==> config.mk <==
export PLATFORM = sky130hd
export DESIGN_NAME = l1_miss_ctrl
export DESIGN_NICKNAME = d
export VERILOG_FILES = /design/src/rtl/l1_pkg.sv /design/src/rtl/l1_miss_ctrl_perf_cnt.sv /design/src/rtl/l1_miss_ctrl.sv
export SDC_FILE = /design/constraint.sdc
export NUM_CORES = 1
export LEC_CHECK = 0
export BUFFER_PORTS_ARGS = -buffer_cell sky130_fd_sc_hd__buf_2
export CORE_AREA = 8 8 292 294
export CTS_BUF_LIST = sky130_fd_sc_hd__clkbuf_8
export CTS_CLUSTER_SIZE = 10
export DETAILED_ROUTE_END_ITERATION = 16
export DIE_AREA = 0 0 300 302
export PLACE_DENSITY = 0.5
export SETUP_SLACK_MARGIN = 0.1
export SLEW_MARGIN = 40
export SYNTH_ARGS = -nofsm -noshare
export SYNTH_HDL_FRONTEND = slang
export SYNTH_SLANG_ARGS = --single-unit
export TNS_END_PERCENT = 100
==> constraint.sdc <==
create_clock -name clk -period 17.3 [get_ports clk]
set_input_delay 2.595 -clock clk [delete_from_list [all_inputs] [get_ports clk]]
set_output_delay 2.595 -clock clk [all_outputs]
set_load 0.02 [all_outputs]
==> src/rtl/l1_pkg.sv <==
// l1_pkg: shared state type, field widths and address-field helpers for the L1 miss controller
`ifndef CORE_IDX_WIDTH
`define CORE_IDX_WIDTH 6
`endif
`ifndef L1_WAY_NUM
`define L1_WAY_NUM 4
`endif
package l1_pkg;
  localparam int L1_ADDR_W = 32;
  localparam int L1_IDX_W = `CORE_IDX_WIDTH;
  localparam int L1_WAY_NUM = `L1_WAY_NUM;
  localparam int L1_LINE_W = 256;
  localparam int L1_WORD_W = 32;
  localparam int OFF_W = $clog2(L1_LINE_W / 8);
  localparam int TAG_W = L1_ADDR_W - L1_IDX_W - OFF_W;
  localparam int WSEL_W = OFF_W - 2;
  typedef enum logic [2:0] {IDLE, LOOKUP, MISS_REQ, MISS_WAIT, REFILL, RESP} l1_state_t;
  function automatic logic [TAG_W-1:0] addr_tag(input logic [L1_ADDR_W-1:0] a);
    return TAG_W'(a >> (L1_IDX_W + OFF_W));
  endfunction
  function automatic logic [L1_IDX_W-1:0] addr_idx(input logic [L1_ADDR_W-1:0] a);
    return L1_IDX_W'(a >> OFF_W);
  endfunction
  function automatic logic [WSEL_W-1:0] addr_woff(input logic [L1_ADDR_W-1:0] a);
    return WSEL_W'(a >> 2);
  endfunction
endpackage

==> src/rtl/l1_miss_ctrl_perf_cnt.sv <==
// l1_perf_cnt: saturating event counter
// ports: clk, rst (async, active-high), inc (count strobe), cnt (current count, sticks at all-ones)
module l1_perf_cnt #(
  parameter int W = 32
) (
  input  logic         clk,
  input  logic         rst,
  input  logic         inc,
  output logic [W-1:0] cnt
);
  always_ff @(posedge clk or posedge rst)
    if (rst) cnt <= '0;
    else if (inc && !(&cnt)) cnt <= cnt + 1'b1;
endmodule

==> src/rtl/l1_miss_ctrl.sv <==
// l1_miss_ctrl: L1 read-path sequencer (lookup, miss fetch, refill, response, perf counters)
// ports: core_req_*/core_resp_* core side; arr_* tag/data array; lru_* LRU/hit block;
//        mem_* line fetch; hit_cnt/miss_cnt counters; err_unexp_resp sticky stray-response flag
module l1_miss_ctrl
  import l1_pkg::*;
#(
  parameter int ADDR_W = L1_ADDR_W,
  parameter int IDX_W = L1_IDX_W,
  parameter int WAY_NUM = L1_WAY_NUM,
  parameter int LINE_W = L1_LINE_W,
  parameter int WORD_W = L1_WORD_W,
  parameter int CNT_W = 32
) (
  input  logic               clk,
  input  logic               rst,
  input  logic               core_req_val,
  input  logic [ADDR_W-1:0]  core_req_addr,
  output logic               core_req_ack,
  output logic               core_resp_val,
  output logic [WORD_W-1:0]  core_resp_data,
  output logic               arr_rd_en,
  output logic [IDX_W-1:0]   arr_idx,
  input  logic [WORD_W-1:0]  arr_hit_data,
  output logic               lru_req,
  output logic [IDX_W-1:0]   lru_idx,
  input  logic               lru_hit,
  input  logic [WAY_NUM-1:0] lru_way_vect,
  output logic               arr_we,
  output logic [WAY_NUM-1:0] arr_we_way,
  output logic [TAG_W-1:0]   arr_wr_tag,
  output logic [LINE_W-1:0]  arr_wr_line,
  output logic               mem_req_val,
  input  logic               mem_req_ack,
  output logic [ADDR_W-1:0]  mem_req_addr,
  input  logic               mem_resp_val,
  input  logic [LINE_W-1:0]  mem_resp_data,
  output logic [CNT_W-1:0]   hit_cnt,
  output logic [CNT_W-1:0]   miss_cnt,
  output logic               err_unexp_resp
);
  localparam logic [ADDR_W-1:0] OFF_MASK = ADDR_W'((1 << OFF_W) - 1);
  l1_state_t state, nxt;
  logic [ADDR_W-1:0] addr_q;
  logic [WAY_NUM-1:0] victim_q;
  logic [LINE_W-1:0] line_q;
  logic [WORD_W-1:0] resp_q;
  logic hit_inc, miss_inc, fill;
  assign hit_inc = state == LOOKUP && lru_hit;
  assign miss_inc = state == LOOKUP && !lru_hit;
  assign fill = state == MISS_WAIT && mem_resp_val;
  always_ff @(posedge clk or posedge rst)
    if (rst) begin
      state <= IDLE;
      addr_q <= '0;
      victim_q <= '0;
      line_q <= '0;
      resp_q <= '0;
      err_unexp_resp <= 1'b0;
    end else begin
      state <= nxt;
      if (state == IDLE && core_req_val) addr_q <= core_req_addr;
      if (hit_inc) resp_q <= arr_hit_data;
      if (miss_inc) victim_q <= lru_way_vect;
      if (fill) begin
        line_q <= mem_resp_data;
        resp_q <= mem_resp_data[int'(addr_woff(addr_q))*WORD_W +: WORD_W];
      end
      if (mem_resp_val && state != MISS_WAIT) err_unexp_resp <= 1'b1;
    end
  always_comb begin
    nxt = state;
    case (state)
      IDLE:      nxt = core_req_val ? LOOKUP : IDLE;
      LOOKUP:    nxt = lru_hit ? RESP : MISS_REQ;
      MISS_REQ:  nxt = mem_req_ack ? MISS_WAIT : MISS_REQ;
      MISS_WAIT: nxt = mem_resp_val ? REFILL : MISS_WAIT;
      REFILL:    nxt = RESP;
      RESP:      nxt = IDLE;
      default:   nxt = IDLE;
    endcase
    core_req_ack = state == IDLE && core_req_val;
    arr_rd_en = core_req_ack;
    arr_idx = state == IDLE ? addr_idx(core_req_addr) : addr_idx(addr_q);
    lru_req = state == LOOKUP;
    lru_idx = addr_idx(addr_q);
    mem_req_val = state == MISS_REQ;
    mem_req_addr = addr_q & ~OFF_MASK;
    arr_we = state == REFILL;
    arr_we_way = victim_q;
    arr_wr_tag = addr_tag(addr_q);
    arr_wr_line = line_q;
    core_resp_val = state == RESP;
    core_resp_data = resp_q;
  end
  l1_perf_cnt #(.W(CNT_W)) u_hit_cnt (.clk(clk), .rst(rst), .inc(hit_inc), .cnt(hit_cnt));
  l1_perf_cnt #(.W(CNT_W)) u_miss_cnt (.clk(clk), .rst(rst), .inc(miss_inc), .cnt(miss_cnt));
endmodule

# [Word level (Yosys, flattened, before mapping)]
# Index checks and enable logic that the tools add are counted.
[word_totals] ram_bits=0 mem_bits_ro=0 input_bits=330 mem_count=0 latch_bits=0 register_bits=392 output_inout_bits=428 elab_cells=39
[classes] order_cmp=0 n_mux=8 bitwise=0 n_shift=1 n_eq_ne=6 add_sub_neg=2 n_reduce_logical=14 mul=0 div=0
[op_table] cell="indexed part select 256 x 9 -> 32 bit" count=1
[op_table] cell="adder 32 x 1 -> 32 bit (second input constant)" count=2
[op_table] cell="two-way mux 32 bit" count=2
[op_table] cell="AND reduction 32 bit" count=2
[op_table] cell="one-hot mux 3 bit (5 select lines)" count=1
[op_table] cell="logical AND 1 bit" count=7
[op_table] cell="== test 3 x 2 -> 1 bit (second input constant)" count=2
[op_table] cell="== test 3 bit (second input constant)" count=2
[op_table] cell="two-way mux 3 bit" count=2
[op_table] cell="two-way mux 6 bit" count=1
[op_table] cell="== test 3 x 1 -> 1 bit (second input constant)" count=1
[op_table] cell="logical NOT 1 bit" count=3
[op_table] cell="logical NOT 3 bit" count=1
[op_table] cell="inequality test 3 x 2 -> 1 bit (second input constant)" count=1
[op_table] cell="two-way mux 1 bit" count=2
[op_table] cell="nonzero test 2 bit" count=1

# [Logic depth before layout (Yosys ltp)]
# Gate-level depths: netlist of run 1.
[depth] word_depth=4 depth_mapped=8 ltp_nobuf=6

# [By module]
# Synthesis of run 1 repeated with hierarchy kept, for this count alone.
[unflattened] hier_cells=1349 hier_area_um2=18645.4
[modules_own_cells] mod="l1_miss_ctrl" area_each_um2=15314.7 seq_area_each_um2=8157.8 instances=1 cells_each=1039
[modules_own_cells] mod="l1_perf_cnt" area_each_um2=1665.3 seq_area_each_um2=800.8 instances=2 cells_each=155

# [Worst setup path after synthesis of run 1]
# Ideal clock, no wire load.
[synth_timing] kind="input to output" start="input port core_req_val" end="output port core_req_ack" path_slack_ns=11.408 path_buffers=3 t_arrival_ns=3.297 required_time_ns=14.705 path_stages=4 cell_sequence="and2_0 > clkbuf_1 > buf_2 > buf_4"
[synth_between] elab_chain_len=1
[synth_rtl] element="start, declared" line_no="l1_miss_ctrl.sv:16" rtl="input logic core_req_val,"
[synth_rtl] element="logical AND 1 bit" line_no="l1_miss_ctrl.sv:81" rtl="core_req_ack = state == IDLE && core_req_val;"
[synth_rtl] element="end, declared" line_no="l1_miss_ctrl.sv:18" rtl="output logic core_req_ack,"
# No other way between the ends.

# [Worst setup path in the final report of run 1]
# Ends and elaborated chain as after synthesis.

==> impl_metrics.json, run 1 <==
{
  "outcome": "complete, no violations",
  "maxCapViolCount": 0,
  "die_h_microns": 302,
  "drt-pass1-iter-count": 5,
  "routed_wl_microns": 71330,
  "gp_congestion": 0.8168,
  "dr.first_iter.drc_count": 727,
  "cts_root_buf": "clkbuf_8",
  "antenna_found_initial": 17,
  "synth_top_area_share_pct": 54.86,
  "hpwl_microns": 54560,
  "cts_resized": 0,
  "numCtsBuffers": 76,
  "synth_top_flop_cell": "dfrtp_1",
  "hold_violations": 0,
  "post_cts_buffers": 0,
  "slew_headroom_pct": 42.58,
  "grt.total_usage_pct": 15.15,
  "clkLatencyLatePin_ps": 640,
  "vias": 13732,
  "synth_top_area_cell": "dfrtp_1",
  "cpMostUsedCell": "buf_2",
  "yosys_warnings": 0,
  "syn_area_per_cell_sq_um": 13.69,
  "intPower_mw": 2.677,
  "synth-seq-cells": 390,
  "grt_pass1_vias": 15165,
  "fin_crit_ps": 6121,
  "core_area_sq_mm": 0.08093,
  "finalSetupViolCount": 0,
  "rows": 105,
  "netSwitchingPower_mw": 1.933,
  "cts.sinks": 390,
  "clock.fmax_mhz": 163.4,
  "place_inst": 3004,
  "die_area_sq_mm": 0.09060,
  "synthCells": 1299,
  "synth_common_cells": "dfrtp_1, mux2_2, nand2_1",
  "tightest_slew_ps": 861.2,
  "critPathCaptureType": "output pin",
  "wire_per_inst_microns": 22.73,
  "cpPeakStageDelay_ps": 520,
  "fin_ws_ps": 11180,
  "slew_violations": 0,
  "pwr-share-clk_pct": 20.6,
  "path_max_fanout": 32,
  "nNetsFinal": 2346,
  "synth_seq_area_share_pct": 54.86,
  "critical_path_class": "in2out",
  "initial_core_util_pct": 21.98,
  "async_flop_share_pct": 100.0,
  "grt_start_max_net_pins": 136,
  "switching_share_pct": 41.93,
  "slowest_stage": "and2_4",
  "portBuffers": 750,
  "ios": 758,
  "grt_pass1_wl_microns": 103400,
  "fillers": 8464,
  "worstPathRequired_ps": 14700,
  "post-route-drc-count": 0,
  "p_per_area_mw_per_mm2": 192.3,
  "hold-worst-slack_ps": 452.8,
  "start_kind": "input pin",
  "finClkSkew_ps": 35.33,
  "p_leak_nw": 11.49,
  "max-vdd-ir-drop_v": 0.00008942,
  "clkTransAtPathRegs_ps": 60,
  "drive_gt1_share_pct": 60.79,
  "die_x_microns": 300,
  "combinationalPowerShare_pct": 44.7,
  "worstPathCellList": "buf_2 -> and2_4 -> buf_2",
  "cts.htree.levels": 3,
  "place_ws_ps": 11180,
  "power.share.sequential_pct": 34.7,
  "ant_nets": 0,
  "synth_area_leaders": "dfrtp_1, mux2_2, mux4_2",
  "synth-edff-count": 0,
  "ctsHoldBuffers": 0,
  "period_share_pct": 35.38,
  "min_path_type": "reg2reg",
  "cts_tree": "done",
  "rsz0062_at_grt": "no",
  "fin_tns_setup_ps": 0,
  "crit_arrival_ps": 3530,
  "layout-area-overhead-vs-synth_pct": 34.77,
  "ys_types": 48,
  "yosysMostFrequentCell": "dfrtp_1",
  "netlist_area_sq_mm": 0.01779,
  "clockBufferDepth": 3,
  "final_cells": 3139,
  "grt-ovfl-total": 0,
  "viasPerCell": 4.375
}
## routing by layer
layer | wire length [microns] | up-vias | GRT usage [%]
met1 | 27720 | 6936 | 17.75
li1 | - | 6102 | -
met5 | 26 | - | 0
met2 | 35070 | 563 | 25.57
met4 | 1937 | 4 | 5.226
met3 | 6575 | 127 | 5.443
## worst max-delay path: cells and delay by family
kind          cells  cell delay, ps
simple gates      1             520
buf+inv           2             390
## kinds of logic after synthesis
kind of cell / synth area share [%]
AO/OA/AOI/OAI: 3.144
buffers and inverters: 4.368
adder cells (fa/ha/maj): 0.1407
AND/OR/NAND/NOR: 7.723
flip-flops: 54.86
other: 0.02108
multiplexers: 26.83
XOR/XNOR: 2.905
## state kept, by name, summed over array words and instances (netlist names)
name,flops
addr_q,30
arr_we_way,4
arr_wr_line,256
core_resp_data,32
err_unexp_resp,1
state,3
u_hit_cnt.cnt,32
u_miss_cnt.cnt,32
## placed cells by master (no fill, tap or decap), types with 32 or more instances in the layout
cell | Yosys | final
a211oi_1 | 32 | 32
a31oi_1 | 33 | 33
mux2_2 | 295 | 295
clkbuf_8 | 0 | 97
xnor2_1 | 44 | 44
nand2_1 | 106 | 106
nor2b_1 | 34 | 34
dfrtp_1 | 390 | 387
buf_2 | 9 | 750
mux4_2 | 64 | 64
## layout make-up
class / count / area [sq um] / share of cell area (%)
sequential: 390 / 9771 / 40.76
tap: 1070 / 1339 / 5.585
clock inverter: 30 / 220.2 / 0.9186
timing repair buffer: 766 / 3945 / 16.46
antenna: 6 / 15.01 / 0.06263
inverter: 7 / 38.79 / 0.1618
multi-input combinational: 773 / 7310 / 30.49
clock buffer: 97 / 1335 / 5.569
## power groups by stage
| stage | Sequential, mW | Clock (mW) | Combinational, mW |
|---|---|---|---|
| finish | 1.60 | 0.948 | 2.06 |
| CTS | 1.61 | 0.990 | 2.10 |
| global route | 1.66 | 1.03 | 2.19 |
| detailed placement | 1.62 | 0 | 2.09 |
| global placement | 1.60 | 0 | 2.08 |
| floorplan | 1.94 | 0 | 0.982 |
## final timing paths
kind	end	from	cells after the start	slack [ps]
setup / recovery	core_req_ack	core_req_val	3	11180
max in group asynchronous	arr_wr_line[229]	rst	5	13690
setup reg to reg	arr_wr_line[158]	state[1]	5	13990
min in group asynchronous	arr_wr_line[33]	rst	2	1920
hold reg to reg	err_unexp_resp	err_unexp_resp	1	450
hold / removal	err_unexp_resp	err_unexp_resp	1	450
## metrics by stage
step | util (%) | power [mW] | area, sq um
2_1_floorplan | - | 2.925 | 17800
3_3_place_gp | 27.57 | 3.680 | 22310
3_5_place_dp | 27.60 | 3.710 | 22340
4_1_cts | 29.52 | 4.697 | 23890
5_1_grt | 29.61 | 4.887 | 23960
6_report | 29.62 | 4.610 | 23970
Power figures use the tool's default switching activity.
==> run 2, diff against run 1 <==
ABC_AREA = 1   (was default)
CORE_AREA = 8 8 288 290   (was 8 8 292 294)
DIE_AREA = 0 0 296 298   (was 0 0 300 302)
PLACE_DENSITY = 0.55   (was 0.5)
clock period = 5 ns   (was 17.3 ns; I/O delays follow)
==> run 2 against run 1 <==
  * Flip-flop and latch count is the same
  * Clock power rose to 3.6 times the previous value
  * Highest routed layer unchanged
  * Routed wire length rose by 22%
  * Cell count rose by 39%
  * Via count is 41% higher
  * Clock skew is 14 ps higher
  * Die area is 2.6% lower
  * Largest cell class unchanged
  * Sequential share of layout area down 2.3 points
  * Combinational power rose to 3.7 times the previous value
  * Design area increased by 6.1%
  * Synthesized cell count grew 99%
==> impl_metrics.json, run 2 <==
{
  "core_area_sq_mm": 0.07836,
  "p_per_area_mw_per_mm2": 644.9,
  "wl_met3_microns": 6645,
  "period_share_pct": 61.32,
  "slew_headroom_pct": 39.45,
  "tightest_slew_ps": 908.3,
  "rows": 103,
  "min_path_type": "in2async",
  "outcome": "complete, no violations",
  "fin_crit_ps": 3066,
  "top_layer_used": "met5",
  "muxShareOfSynthArea_pct": 0,
  "initial_core_util_pct": 24.88,
  "syn_area_per_cell_sq_um": 7.529,
  "finalSetupViolCount": 0,
  "portBuffers": 750,
  "cts.htree.levels": 3,
  "viasPerCell": 4.422,
  "slew_violations": 0,
  "synth-seq-cells": 390,
  "met1_length_microns": 34460,
  "grt.total_usage_pct": 18.85,
  "cts_resized": 0,
  "synthAdderAreaFrac_pct": 0.1284,
  "die_x_microns": 296,
  "grt-ovfl-total": 0,
  "largest_register_ffs": 256,
  "die_h_microns": 298,
  "grt_pass1_wl_microns": 126200,
  "hold_violations": 0,
  "critPathCaptureType": "output pin",
  "cts_root_buf": "clkbuf_8",
  "hpwl_microns": 66390,
  "yosysMostFrequentCell": "nand2_1",
  "die_area_sq_mm": 0.08821,
  "clkLatencyLatePin_ps": 660,
  "cts_tree": "done",
  "synth_top_area_cell": "dfrtp_1",
  "path_max_fanout": 36,
  "layout_commonest_cell": "nand2_1",
  "p_leak_nw": 14.00,
  "synth-edff-count": 0,
  "grt_pass1_vias": 19140,
  "layout_common_cells": "nand2_1, buf_2, dfrtp_1",
  "met2WireLength_microns": 43050,
  "ys_types": 31,
  "layout-area-overhead-vs-synth_pct": 30.42,
  "clockBufferDepth": 3,
  "start_kind": "register",
  "hold-worst-slack_ps": 204.2,
  "place_inst": 4221,
  "ios": 758,
  "netlist_area_sq_mm": 0.01949,
  "worstPathCellList": "inv_2 -> nand3_1 -> buf_4 -> clkinv_1 -> buf_2",
  "fin_ws_ps": 1934,
  "setup.worst_path.start": "state[2]",
  "crit_arrival_ps": 2320,
  "synth_top_flop_cell": "dfrtp_1",
  "clkTransAtPathRegs_ps": 60,
  "synth_top_area_share_pct": 50.06,
  "post_cts_buffers": 0,
  "ant_nets": 0,
  "max-vdd-ir-drop_v": 0.0003896,
  "drt-pass1-iter-count": 5,
  "synth_seq_area_share_pct": 50.06,
  "synth_area_leaders": "dfrtp_1, nand2_1, o21ai_0",
  "numCtsBuffers": 76,
  "cpPeakStageDelay_ps": 430,
  "synth_top_family_by_area": "simple AND/OR/NAND/NOR gates",
  "wire_per_inst_microns": 19.90,
  "synthSimpleGateAreaFrac_pct": 27.09,
  "synthCells": 2589,
  "synth_compound_area_share_pct": 11.26,
  "slowest_stage": "dfrtp_1",
  "final_cells": 4367,
  "routed_wl_microns": 86930,
  "yosys_warnings": 0,
  "drive_gt1_share_pct": 27.50,
  "antenna_found_initial": 12,
  "fin_tns_setup_ps": 0,
  "maxCapViolCount": 0,
  "synthXorXnorAreaFrac_pct": 1.258,
  "grt_start_max_net_pins": 181,
  "nNetsFinal": 3583,
  "synth_common_cells": "nand2_1, dfrtp_1, o21ai_0",
  "finClkSkew_ps": 49.12,
  "worstPathRequired_ps": 4250,
  "critical_path_class": "reg2out",
  "gp_congestion": 0.9054,
  "post-route-drc-count": 0,
  "clock.fmax_mhz": 326.2,
  "fillers": 8668,
  "r2r_start": "state[0]",
  "rsz0062_at_grt": "no",
  "async_flop_share_pct": 100.0,
  "cts.sinks": 390,
  "ctsHoldBuffers": 0,
  "place_ws_ps": 2236,
  "vias": 19313,
  "rr_worst_depth": 7,
  "dr.first_iter.drc_count": 1247
}
## run 2: cells by family (layout without fill, tap and decap cells)
| logic type | count (synthesis) | in the layout |
|---|---|---|
| adder cells (fa/ha/maj) | 2 | 2 |
| XOR/XNOR | 28 | 28 |
| flip-flops | 390 | 390 |
| AO/OA/AOI/OAI | 406 | 406 |
| other | 1 | 16 |
| AND/OR/NAND/NOR | 1337 | 1337 |
| buffers and inverters | 425 | 1138 |
## run 2: final cells by class
cell class	instances	area [sq um]	share of cell area, %
Sequential cell	390	9767	38.42
Multi-Input combinational cell	1778	7786	30.62
Timing Repair Buffer	774	4079	16.04
Tap cell	1050	1314	5.167
Clock buffer	92	1266	4.980
Inverter	231	878.3	3.455
Clock inverter	41	306.5	1.206
Antenna cell	11	27.53	0.1083
## run 2: path summary, 6_finish.rpt
kind / slack [ps] / to
min: 200 / arr_wr_line[46]
min reg2reg: 470 / arr_wr_line[201]
max reg2reg: 2340 / arr_wr_line[90]
max: 1930 / arr_rd_en
max in group asynchronous: 3630 / arr_wr_line[224]
min in group clk: 280 / addr_q[12]
## run 2: critical path, delay by kind of cell (launching register included)
family                 cells  cell delay (ps)
AND/OR/NAND/NOR            1               80
flip-flops                 1              430
buffers and inverters      4             1110
## run 2: metrics by stage
| step | util (%) | instance area [sq um] | power [mW] |
|---|---|---|---|
| after floorplan | - | 19510 | 10.10 |
| after global placement | 30.34 | 23770 | 13.08 |
| after global routing | 32.44 | 25420 | 17.51 |
| final | 32.45 | 25420 | 16.40 |
| after CTS | 32.35 | 25340 | 16.66 |
| after detailed placement | 30.34 | 23770 | 13.18 |
## run 2: where the power goes
part | internal (mW) | switching [mW] | total (mW)
logic | 2.25 | 5.38 | 7.63
registers | 4.51 | 0.884 | 5.39
clock network | 1.84 | 1.54 | 3.38
## run 2: layer usage
layer / global-route usage, % / vias to the layer above
li1: - / 9418
met1: 22.16 / 9014
met2: 32.85 / 745
met3: 4.574 / 134
met4: 7.197 / 2
met5: 0 / -
